--- src/rtl/csa_accumulate_resolve.sv ---
// Carry-save frame accumulator: folds (a,b,c) beats into a redundant sum/carry pair,
// then resolves it digit-serially to binary and presents the total on valid/ready.
module csa_accumulate_resolve #(
    parameter int W        = 4,
    parameter int ACC_W    = 8,
    parameter int RES_BITS = 2
) (
    input  logic             clk,
    input  logic             rst_n,
    input  logic             clr,
    input  logic             in_valid,
    output logic             in_ready,
    input  logic [W-1:0]     a,
    input  logic [W-1:0]     b,
    input  logic [W-1:0]     c,
    input  logic             in_last,
    output logic             out_valid,
    input  logic             out_ready,
    output logic [ACC_W-1:0] out_sum
);

    localparam int NDIG  = ACC_W / RES_BITS;
    localparam int CNT_W = (NDIG > 1) ? $clog2(NDIG) : 1;
    localparam logic [CNT_W-1:0] CNT_LAST = CNT_W'(NDIG - 1);

    if (ACC_W % RES_BITS != 0) begin : g_chk_res
        $error("ACC_W must be a multiple of RES_BITS");
    end
    if (ACC_W < W + 2) begin : g_chk_w
        $error("ACC_W must be at least W+2");
    end

    typedef enum logic [1:0] {
        ST_ACC,
        ST_RESOLVE,
        ST_OUT
    } state_t;

    state_t              state_q;
    logic [ACC_W-1:0]    s_q, c_q;
    logic [CNT_W-1:0]    cnt_q;
    logic                in_ready_q, out_valid_q;
    logic [ACC_W-1:0]    out_sum_q;
    logic [ACC_W-1:0]    res_q;
    logic                cy_q;

    logic [ACC_W-1:0]    s_d, c_d;
    logic [ACC_W-1:0]    base_s, base_c;
    logic [ACC_W-1:0]    l1_s, l1_c, l2_s, l2_c;
    logic [RES_BITS:0]   dig;
    logic [ACC_W-1:0]    res_d;

    // 3:2 compressor; the carry vector is already weighted (shifted) and truncated.
    function automatic logic [2*ACC_W-1:0] csa32(input logic [ACC_W-1:0] x,
                                                  input logic [ACC_W-1:0] y,
                                                  input logic [ACC_W-1:0] z);
        logic [ACC_W-1:0] sum, maj;
        sum = x ^ y ^ z;
        maj = (x & y) | (x & z) | (y & z);
        return {maj << 1, sum};
    endfunction

    always_comb begin
        base_s = clr ? '0 : s_q;
        base_c = clr ? '0 : c_q;
        {l1_c, l1_s} = csa32(ACC_W'(a), ACC_W'(b), ACC_W'(c));
        {l2_c, l2_s} = csa32(base_s, base_c, l1_s);
        {c_d, s_d}   = csa32(l2_s, l2_c, l1_c);
    end

    // One resolved digit per cycle, shifted in from the top of the result register.
    always_comb begin
        dig   = {1'b0, s_q[RES_BITS-1:0]} + {1'b0, c_q[RES_BITS-1:0]}
              + {{RES_BITS{1'b0}}, cy_q};
        res_d = ACC_W'({dig[RES_BITS-1:0], res_q} >> RES_BITS);
    end

    always_ff @(posedge clk or negedge rst_n) begin
        if (!rst_n) begin
            state_q     <= ST_ACC;
            s_q         <= '0;
            c_q         <= '0;
            cnt_q       <= '0;
            in_ready_q  <= 1'b1;
            out_valid_q <= 1'b0;
            out_sum_q   <= '0;
        end else begin
            case (state_q)
                ST_ACC: begin
                    if (in_valid) begin
                        s_q <= s_d;
                        c_q <= c_d;
                        if (in_last) begin
                            state_q    <= ST_RESOLVE;
                            cnt_q      <= '0;
                            in_ready_q <= 1'b0;
                        end
                    end else if (clr) begin
                        s_q <= '0;
                        c_q <= '0;
                    end
                end
                ST_RESOLVE: begin
                    s_q   <= s_q >> RES_BITS;
                    c_q   <= c_q >> RES_BITS;
                    cnt_q <= cnt_q + 1'b1;
                    if (cnt_q == CNT_LAST) begin
                        out_sum_q   <= res_d;
                        out_valid_q <= 1'b1;
                        state_q     <= ST_OUT;
                    end
                end
                ST_OUT: begin
                    if (out_ready) begin
                        out_valid_q <= 1'b0;
                        out_sum_q   <= '0;
                        s_q         <= '0;
                        c_q         <= '0;
                        in_ready_q  <= 1'b1;
                        state_q     <= ST_ACC;
                    end
                end
                default: begin
                    state_q    <= ST_ACC;
                    in_ready_q <= 1'b1;
                end
            endcase
        end
    end

    // Resolve datapath: carry is zeroed while accumulating so each frame starts clean.
    always_ff @(posedge clk) begin
        if (state_q == ST_RESOLVE) begin
            cy_q  <= dig[RES_BITS];
            res_q <= res_d;
        end else begin
            cy_q  <= 1'b0;
        end
    end

    assign in_ready  = in_ready_q;
    assign out_valid = out_valid_q;
    assign out_sum   = out_sum_q;

endmodule

--- config.mk ---
export PLATFORM = sky130hd
export DESIGN_NAME = csa_accumulate_resolve
export DESIGN_NICKNAME = d
export VERILOG_FILES = /design/src/rtl/csa_accumulate_resolve.sv
export SDC_FILE = /design/constraint.sdc
export NUM_CORES = 1
export LEC_CHECK = 0
export CAP_MARGIN = 20
export CORE_MARGIN = 5
export CORE_UTILIZATION = 35
export CTS_CLUSTER_DIAMETER = 30
export DETAILED_ROUTE_END_ITERATION = 16
export PLACE_DENSITY_LB_ADDON = 0.25
export SYNTH_ARGS = -nofsm -noshare
export SYNTH_HDL_FRONTEND = slang
export SYNTH_SLANG_ARGS = --single-unit
--- constraint.sdc ---
create_clock -name clk -period 2.7 [get_ports clk]
set_clock_uncertainty 0.1 [all_clocks]
set_input_delay 0.27 -clock clk [delete_from_list [all_inputs] [get_ports clk]]
set_output_delay 0.27 -clock clk [all_outputs]
set_load 0.1 [all_outputs]
==> metrics.yaml <==
outcome:
  status: "complete, no violations"
place:
  dp_hpwl_um: 3319
  portBuffers: 27
  gp_congestion: 0.7838
floorplanning:
  die_area_um2: 8026
  initial_utilization: 0.3553
  io_pins: 28
  rows: 29
  dieWidth_um: 89.59
  die_h_um: 89.59
  core-area_um2: 6241
yosys:
  synth-edff-count: 6
  yosysTopAreaCell: "dfrtp_1"
  ys.flop_type: "dfrtp_1"
  yosysWarnings: 0
  seq_area_frac_synth: 0.4295
  syn_area_um2: 2217
  syn_nets: 253
  synth.area.top_cells: "dfrtp_1, fa_1, edfxtp_1"
  avgSynthCellArea_um2: 10.41
  yosysMostFrequentCell: "dfrtp_1"
  async_reset_ff_frac: 0.8108
  synth_cell_types: 39
  ys_seq_elements: 37
  synth_top_area_frac: 0.3273
  synth.cells.most_frequent: "dfrtp_1, inv_1, nor2_1, o21ai_0, a21oi_1"
  synthCells: 213
sta:
  hold_viol_final: 0
  finalSetupViolCount: 0
  slew_viol_final: 0
  finalCriticalPeriod_ns: 2.549
  period_share: 0.9442
  slew_headroom: 0.6385
  tightest_slew_ns: 0.5403
  fmax_ghz: 0.3923
  rsz0062_at_grt: "no"
cells_and_area:
  layout-drive-gt1-share: 0.1184
  nets: 284
  nFillCells: 618
  diodes: 0
  post-route-util: 0.4322
  synthToLayoutAreaGrowth_pct: 21.67
worst_hold_path:
  holdCritPathClass: "in -> async"
pwr:
  peakVddDrop_mv: 0.8424
  power.total_mw: 3.143
  pwr-share-clk: 0.187
  swShare: 0.4606
  p_sw_mw: 1.448
  p_per_area_nw_per_um2: 1165
  pwr-share-comb: 0.508
  leakage_nw: 1.216
  p_int_mw: 1.695
  seqPwrFrac: 0.305
critical_path:
  endpoint: "s_q[3]$_DFFE_PN0P_"
  crit_top_cell: "fa_1"
  critPathRequiredTime_ns: 2.78
  r2r_cells: 7
  reg2reg_slack_ns: 0.50
  r2r-end: "s_q[0]$_DFFE_PN0P_"
  cp.arrival_ns: 2.63
  path_cells: "clkdlybuf4s50_1 > fa_1 > inv_1 > fa_1 > inv_1 > fa_1 > nand2_1 > o21ai_0 > a22oi_1 > a21oi_1"
  crit_fanout: 1
  worst_path_largest_cell_delay_ns: 0.53
  critical_path_class: "in -> reg"
  cp-end-kind: "flop"
  rr_startpoint: "state_q[0]$_DFFE_PN0P_"
  crit_slowest_cell: "fa_1"
  crit_start: "a[3]"
  worstSetupStartpointType: "primary input"
clock_tree:
  htree_levels: 2
  ctsResizeCount: 0
  cts_buffer_depth: 2
  cts-buffers-inserted: 5
  root_buffer: "clkbuf_8"
  hold_buffers: 0
  cts_tree: "yes"
  cts.sinks: 37
  clkSlewWorstSetupHoldPaths_ns: 0.08
  clkLatencyLatePin_ns: 0.29
  cts_setup_buffers: 0
global_routing:
  grt_pass1_wl_um: 7866
  antenna_found_initial: 0
  first_global_vias: 1621
  grt_max_degree: 31
  track_usage: 0.1274
  grt-ovfl-total: 0
routing:
  finalWirelength_um: 4588
  firstDrtPassIters: 4
  drt-initial-drc-count: 69
  routed-via-count: 1644
  wl_per_cell_um: 14.25
  drc_errors: 0
  vias_per_cell: 5.106
  ant_nets: 0
flow_run:
  maxCapViolCount: 0
==> flip-flops by register name, indices dropped and copies added (netlist names), 2 cells and up <==
register	cells
c_q	8
cnt_q	2
out_sum	8
res_q	6
s_q	8
state_q	2
==> metrics by stage <==
step | instances | setup slack (ns) | instance area [um^2] | TNS [ns] | hold WS (ns)
final | 322 | 0.1508 | 2698 | 0 | 0.2782
after global placement | 314 | -0.1410 | 2560 | -0.3130 | 0.3336
after global routing | 322 | 0.004607 | 2698 | 0 | 0.3074
after detailed placement | 314 | -0.1651 | 2560 | -0.3657 | 0.3355
after floorplan | 213 | 0.3387 | 2217 | 0 | -0.1256
after CTS | 322 | 0.1514 | 2698 | 0 | 0.2888
==> cell families (layout without fill, tap and decap cells) <==
logic type | Yosys count | count (layout) | share of synthesized area
compound gates | 55 | 55 | 0.1529
xor+xnor | 7 | 7 | 0.02765
fa+ha+maj | 22 | 22 | 0.1614
buf+inv | 29 | 61 | 0.05869
flops | 37 | 37 | 0.4295
mux | 7 | 7 | 0.03217
simple gates | 56 | 56 | 0.1377
==> worst min-delay path by stage <==
| stage | start | endpoint | slack, ns | depth (start not counted) |
|---|---|---|---|---|
| floorplan | rst_n | c_q[0]$_DFFE_PN0P_ | -0.13 | 0 |
| global placement | res_q[6]$_DFFE_PP_ | res_q[4]$_DFFE_PP_ | 0.33 | 0 |
| detailed placement | res_q[7]$_DFFE_PP_ | res_q[5]$_DFFE_PP_ | 0.34 | 0 |
| CTS | rst_n | out_sum[2]$_DFFE_PN0P_ | 0.29 | 2 |
| global route | rst_n | out_sum[1]$_DFFE_PN0P_ | 0.31 | 2 |
| finish | rst_n | out_sum[2]$_DFFE_PN0P_ | 0.28 | 2 |
==> critical path, delay by kind of cell <==
| kind | cells | cell delay [ns] |
|---|---|---|
| AO/OA/AOI/OAI | 3 | 0.30 |
| adder cells (fa/ha/maj) | 3 | 1.46 |
| AND/OR/NAND/NOR | 1 | 0.07 |
| buffers and inverters | 3 | 0.53 |
==> layer usage <==
layer	wire (um)	part of all wire	global-route usage
met5	0	0	0
met4	61	0.013	0.04330
met3	192	0.042	0.03102
met2	2189	0.48	0.2041
met1	2144	0.47	0.1688
==> power groups by stage <==
stage	combinational, mW	clock, mW	sequential [mW]
2_1_floorplan	0.802	0	1.39
3_3_place_gp	1.60	0	0.965
3_5_place_dp	1.61	0	0.971
4_1_cts	1.62	0.605	0.960
5_1_grt	1.78	0.628	0.987
6_report	1.60	0.588	0.958
==> cells in the final DEF, fill, tap and decap left out, types with 7 or more instances in the layout <==
cell type,n
dfrtp_1,29
buf_4,19
nor2_1,17
inv_1,17
clkdlybuf4s50_1,17
o21ai_0,16
a21oi_1,15
fa_1,11
ha_1,11
nand2_1,10
nand4b_1,8
nor2b_1,7
==> layout make-up <==
cell class	count	area [um^2]	area share
multi-input cells	147	1135	0.4207
flip-flops and latches	37	952.2	0.3530
repair buffers	36	312.8	0.1160
well taps	77	96.34	0.03571
clock buffers	5	68.82	0.02551
clock inverters	3	68.82	0.02551
inverters	17	63.81	0.02365
Note: power is estimated with default switching activity, not from simulation.
